--- src/rtl/xor_parity_rx.sv ---
// Serial frame receiver: start, DATA_W data bits LSB first, parity, stop.
// Oversamples the line, samples mid-bit and flags parity and framing errors.
module xor_parity_rx #(
    parameter int DATA_W       = 8,
    parameter int CLKS_PER_BIT = 16,
    parameter int ODD_PARITY   = 0
) (
    input  logic              clk,
    input  logic              rst_n,
    input  logic              rx_in,
    output logic [DATA_W-1:0] data_out,
    output logic              valid_out,
    output logic              parity_err,
    output logic              frame_err,
    output logic              busy
);

    localparam int CNT_W = (CLKS_PER_BIT > 2) ? $clog2(CLKS_PER_BIT) : 1;
    localparam int IDX_W = (DATA_W > 1) ? $clog2(DATA_W) : 1;

    localparam logic [CNT_W-1:0] HALF_LAST = CNT_W'(CLKS_PER_BIT / 2 - 1);
    localparam logic [CNT_W-1:0] BIT_LAST  = CNT_W'(CLKS_PER_BIT - 1);
    localparam logic [IDX_W-1:0] IDX_LAST  = IDX_W'(DATA_W - 1);
    localparam logic             ODD_BIT   = (ODD_PARITY != 0);

    localparam logic [2:0] S_IDLE   = 3'd0;
    localparam logic [2:0] S_START  = 3'd1;
    localparam logic [2:0] S_DATA   = 3'd2;
    localparam logic [2:0] S_PARITY = 3'd3;
    localparam logic [2:0] S_STOP   = 3'd4;
    localparam logic [2:0] S_BREAK  = 3'd5;

    logic              rx_meta;
    logic              rx_s;
    logic [2:0]        state;
    logic [CNT_W-1:0]  cnt;
    logic [IDX_W-1:0]  idx;
    logic [DATA_W-1:0] shreg;
    logic              acc;
    logic              perr;

    // Synchronizer presets to idle-high so reset release never looks like a start edge.
    always_ff @(posedge clk or negedge rst_n) begin
        if (!rst_n) begin
            rx_meta <= 1'b1;
            rx_s    <= 1'b1;
        end else begin
            rx_meta <= rx_in;
            rx_s    <= rx_meta;
        end
    end

    always_ff @(posedge clk or negedge rst_n) begin
        if (!rst_n) begin
            state      <= S_IDLE;
            cnt        <= '0;
            idx        <= '0;
            shreg      <= '0;
            acc        <= 1'b0;
            perr       <= 1'b0;
            data_out   <= '0;
            valid_out  <= 1'b0;
            parity_err <= 1'b0;
            frame_err  <= 1'b0;
        end else begin
            valid_out <= 1'b0;
            case (state)
                S_IDLE: begin
                    cnt <= '0;
                    idx <= '0;
                    if (!rx_s) begin
                        state <= S_START;
                    end
                end
                S_START: begin
                    if (cnt == HALF_LAST) begin
                        cnt   <= '0;
                        shreg <= '0;
                        acc   <= 1'b0;
                        state <= rx_s ? S_IDLE : S_DATA;
                    end else begin
                        cnt <= cnt + 1'b1;
                    end
                end
                S_DATA: begin
                    if (cnt == BIT_LAST) begin
                        cnt        <= '0;
                        shreg[idx] <= rx_s;
                        acc        <= acc ^ rx_s;
                        if (idx == IDX_LAST) begin
                            state <= S_PARITY;
                        end else begin
                            idx <= idx + 1'b1;
                        end
                    end else begin
                        cnt <= cnt + 1'b1;
                    end
                end
                S_PARITY: begin
                    if (cnt == BIT_LAST) begin
                        cnt   <= '0;
                        perr  <= ((acc ^ rx_s) != ODD_BIT);
                        state <= S_STOP;
                    end else begin
                        cnt <= cnt + 1'b1;
                    end
                end
                S_STOP: begin
                    if (cnt == BIT_LAST) begin
                        cnt        <= '0;
                        valid_out  <= 1'b1;
                        data_out   <= shreg;
                        parity_err <= perr;
                        frame_err  <= ~rx_s;
                        state      <= rx_s ? S_IDLE : S_BREAK;
                    end else begin
                        cnt <= cnt + 1'b1;
                    end
                end
                // A held-low line must return high before a new start is looked for.
                S_BREAK: begin
                    if (rx_s) begin
                        state <= S_IDLE;
                    end
                end
                default: begin
                    state <= S_IDLE;
                end
            endcase
        end
    end

    assign busy = (state != S_IDLE);

endmodule

--- config.mk ---
export PLATFORM = sky130hd
export DESIGN_NAME = xor_parity_rx
export DESIGN_NICKNAME = d
export VERILOG_FILES = /design/src/rtl/xor_parity_rx.sv
export SDC_FILE = /design/constraint.sdc
export NUM_CORES = 1
export LEC_CHECK = 0
export ABC_AREA = 1
export CORE_ASPECT_RATIO = 0.7
export CORE_MARGIN = 4
export CORE_UTILIZATION = 30
export CTS_BUF_LIST = sky130_fd_sc_hd__clkbuf_8
export DETAILED_ROUTE_END_ITERATION = 12
export PLACE_DENSITY = 0.51
export SYNTH_ARGS = -nofsm -noshare
export SYNTH_HDL_FRONTEND = slang
export SYNTH_SLANG_ARGS = --single-unit
--- constraint.sdc ---
create_clock -name clk -period 4.3 [get_ports clk]
set_input_delay 0.645 -clock clk [delete_from_list [all_inputs] [get_ports clk]]
set_output_delay 0.645 -clock clk [all_outputs]
set_load 0.005 [all_outputs]
## Word level (Yosys, flattened, before mapping)

Index checks and enable logic that the tools add are counted.

| word-level totals | value |
|---|---|
| word-level logic and storage cells | 73 |
| bits in registers | 33 |
| output and inout port bits | 12 |

| operators by class | value |
|---|---|
| multiplexer cells | 27 |
| add/subtract/negate cells | 2 |
| reduce and logical (&&, ||, !) cells | 12 |
| $lt $le $gt $ge | 2 |
| eq/ne operators | 16 |
| bitwise logic cells | 2 |

Operator list:

| cell | count |
|---|---|
| 3-bit 2-to-1 mux | 10 |
| 3-bit one-hot mux with 6 select lines | 1 |
| 8-bit 2-to-1 mux | 2 |
| 2-bit inequality test (second input constant) | 8 |
| 8-bit one-hot mux with 2 select lines | 1 |
| 4-bit one-hot mux with 3 select lines | 1 |
| 3-bit equality test (second input constant) | 3 |
| 8-bit bitwise mux | 1 |
| 4-bit 2-to-1 mux | 2 |
| 7-bit AND reduction | 1 |
| 3-bit by 2-bit equality test with 1-bit output (second input constant) | 2 |
| 3-bit one-hot mux with 2 select lines | 1 |
| 3-bit AND reduction | 2 |
| 3-bit nonzero test | 2 |
| 1-bit 2-to-1 mux | 5 |
| 4-bit by 1-bit adder with 4-bit output (second input constant) | 1 |
| 4-bit by 3-bit equality test with 1-bit output (second input constant) | 1 |
| 4-bit equality test (second input constant) | 1 |
| 3-bit by 4-bit < comparator with 1-bit output (second input constant) | 1 |
| 2-bit AND reduction | 2 |
| 2-bit nonzero test | 2 |
| 3-bit by 1-bit adder with 3-bit output (second input constant) | 1 |
| 1-bit demux with 3-bit select | 1 |
| 3-bit by 1-bit equality test with 1-bit output (second input constant) | 1 |
| 8 further kinds | 8 |

## Depth between registers and ports, before layout

| logic depth | value |
|---|---|
| depth after elaboration | 7 |
| mapped depth | 9 |

## Worst setup path after synthesis

OpenSTA, ideal clock, no wires.

| path | value |
|---|---|
| path kind | register -> output |
| start | register state[1] |
| end | output busy |
| path buffers | 0 |
| cell stages (with the launch flop) | 3 |
| arrival time | 0.777 ns |
| setup slack | 2.878 ns |
| required time | 3.655 ns |
| cell sequence | dfrtp_1 > nor2_1 > nand2_1 |

| between the ends | value |
|---|---|
| cells in the longest elaborated chain, start to end | 1 |

Ends and longest elaborated chain:

| what | line | text |
|---|---|---|
| start, declared | 35 | `logic [2:0] state;` |
| start signal, assigned | 80 | `state <= rx_s ? S_IDLE : S_DATA;` |
| start signal, assigned | 115 | `state <= rx_s ? S_IDLE : S_BREAK;` |
| 3-bit nonzero test | 133 | `assign busy = (state != S_IDLE);` |
| end, declared | 15 | `output logic busy` |

No other way between the ends.

## Final worst setup path

Same ends and word-level chain as after synthesis.

==> results.toml <==
[drt]
wl_met2_microns = 1280
first_pass_iters = 4
vias = 1330
met3WireLength_microns = 204
highest_layer = "met4"
drt_wl_total_microns = 3400
routedWlPerCell_microns = 11.6
ant_nets = 0
wl_met1_microns = 1890
drt_iter0_markers = 82
drc = 0
vias_per_cell = 4.55

[logic_synthesis]
synthAdderAreaFrac = 0.0223
synth_sequential_area_ratio = 0.491
synth_cells = 203
synth_mux_area_frac = 0.00668
synth_ff_type = "dfrtp_1"
synthMostInstantiatedCell = "nand2_1"
ys_ff_latch = 33
synth.area.top_cells = "dfrtp_1 46%, nand2_1 11%, nand3_1 8.6%, inv_1 5.8%, o21ai_0 4.5%"
synth_top_area_frac = 0.460
synth_top_family_by_area = "simple AND/OR/NAND/NOR gates"
synth_area_sq_um = 1690
synthArstFlopShare = 1.00
syn_avg_cell_area_sq_um = 8.30
synth-simple-area-share = 0.318
synth_top_area_cell = "dfrtp_1"
synth_xor_area_frac = 0.0156
netlist-cell-type-count = 29
synthTopCellsByCount = "49 x nand2_1, 31 x dfrtp_1, 29 x nand3_1"
synth_edf_count = 0
synth-compound-area-share = 0.0676
yosys_warnings = 0
syn_nets = 209

[min_path]
hold_class = "reg2reg"

[sta]
fmax_mhz = 428
period_needed_ns = 2.34
fin_tns_setup_ns = 0
slew_headroom = 0.245
drv_slew = 0
setup_violations = 0
whs_ns = 0.357
hold_viol_final = 0
fin_skew_ns = 0.00904
rsz0062_at_grt = "no"
worst_pin_slew_ns = 1.13
post-route-period-util = 0.543

[clock_tree]
cts.clk_slew.worst_paths_ns = 0.06
htree_levels = 2
cts_buffers = 5
ctsHoldBuffers = 0
cts_sinks = 33
postCtsSetupBuffers = 0
ctsResizeCount = 0
clockBufferDepth = 2
cts_tree = "built"
clockRootBuffer = "clkbuf_8"
clock_latency_ns = 0.28

[final_layout]
fill_cells = 573
finish.utilization = 0.371
fin_nets = 226
drive_gt1_frac = 0.105
area_growth_pct = 17.4
diodes = 0

[setup_path]
max_stage_delay_ns = 0.50
cp.arrival_ns = 1.69
critPathCaptureType = "output port"
critPathSlowestCell = "clkdlybuf4s50_1"
crit_fanout = 6
worstSetupPathType = "reg2out"
crit_path_start_kind = "flop"
cp_cell_sequence = "nor2_1, nand2_1, clkdlybuf4s50_1"
worst_ep_required_time_ns = 3.65

[floorplanning]
start_util = 0.316
dieHeight_microns = 70.7
die_area_sq_um = 6900
die_x_microns = 97.6
core_area_sq_um = 5340
rows = 22
ios = 15

[placement]
dp_hpwl_microns = 2350
io_buffers = 14
gp_congestion = 0.819

[run]
cap_violations = 0

[power_and_ir_drop]
power_density_nw_per_um2 = 495
p_leak_uw = 0.000940
total_power_uw = 980
max-vdd-ir-drop_uv = 234

[global_route]
grt_start_max_net_pins = 34
track_usage = 0.108
gr-total-overflow = 0
antenna_found_initial = 0
grt_pass1_vias = 1263
grt_pass1_wl_microns = 5990

[run_status]
status = "complete, no violations"
kinds of logic after synthesis:
logic type | count (synthesis)
AO/OA/AOI/OAI | 20
XOR/XNOR | 3
adder cells (fa/ha/maj) | 3
buffers and inverters | 32
flip-flops | 33
multiplexers | 1
AND/OR/NAND/NOR | 111
cell usage in the layout (no fill, tap or decap), drive strengths merged, types with 4 or more instances in the layout:
master and count:
nand2 51, dfrtp 31, clkdlybuf4s50 14, or2 4, nor3 5, nand4 9
nor2 9, inv 28, nand3 31, o21ai 18, clkbuf 6
worst max-delay path, delay by kind of cell (launching register included):
family	cells	cell delay (ns)
flip-flops	1	0.45
AND/OR/NAND/NOR	2	0.47
buffers and inverters	1	0.50
final cells by class:
type,count,area (sq um),area share
timing repair buffer,15,148,0.0746
inverter,27,101,0.0512
sequential,33,828,0.418
clock inverter,1,3.75,0.00190
multi-input combinational,138,726,0.367
tap,72,90.1,0.0455
clock buffer,6,82.6,0.0417
routing by layer:
layer / up-vias / GRT usage
li1: 704 / -
met1: 594 / 0.168
met2: 30 / 0.136
met3: 2 / 0.0335
met4: 0 / 0.0369
met5: - / 0
worst paths after layout:
check	cells past startpoint	slack (ns)	endpoint	from
worst max-delay path	3	1.96	busy	state[1]
worst min-delay path	0	0.36	rx_s	rx_meta
worst min register to register	0	0.36	rx_s	rx_meta
max in group asynchronous	2	3.18	rx_meta	rst_n
min in group asynchronous	2	0.77	parity_err	rst_n
worst max register to register	4	2.23	data_out[5]	cnt[0]
sequential cells by signal, summed over array words and instances (netlist names):
signal	count
data_out	8
shreg	8
cnt	4
idx	3
state	3
acc	1
frame_err	1
parity_err	1
perr	1
rx_meta	1
rx_s	1
valid_out	1
power breakdown:
| group | leakage (uW) | switching (uW) | internal, uW |
|---|---|---|---|
| combinational | 0.000444 | 242 | 121 |
| clock | 0.0000485 | 105 | 124 |
| sequential | 0.000448 | 41.0 | 347 |
metrics by stage:
step	instances	instance area [sq um]	setup WS, ns
2_1_floorplan	203	1690	2.88
3_3_place_gp	285	1890	2.24
3_5_place_dp	285	1890	2.19
4_1_cts	292	1980	1.95
5_1_grt	292	1980	1.83
6_report	292	1980	1.96
Note: power is estimated with default switching activity, not from simulation.
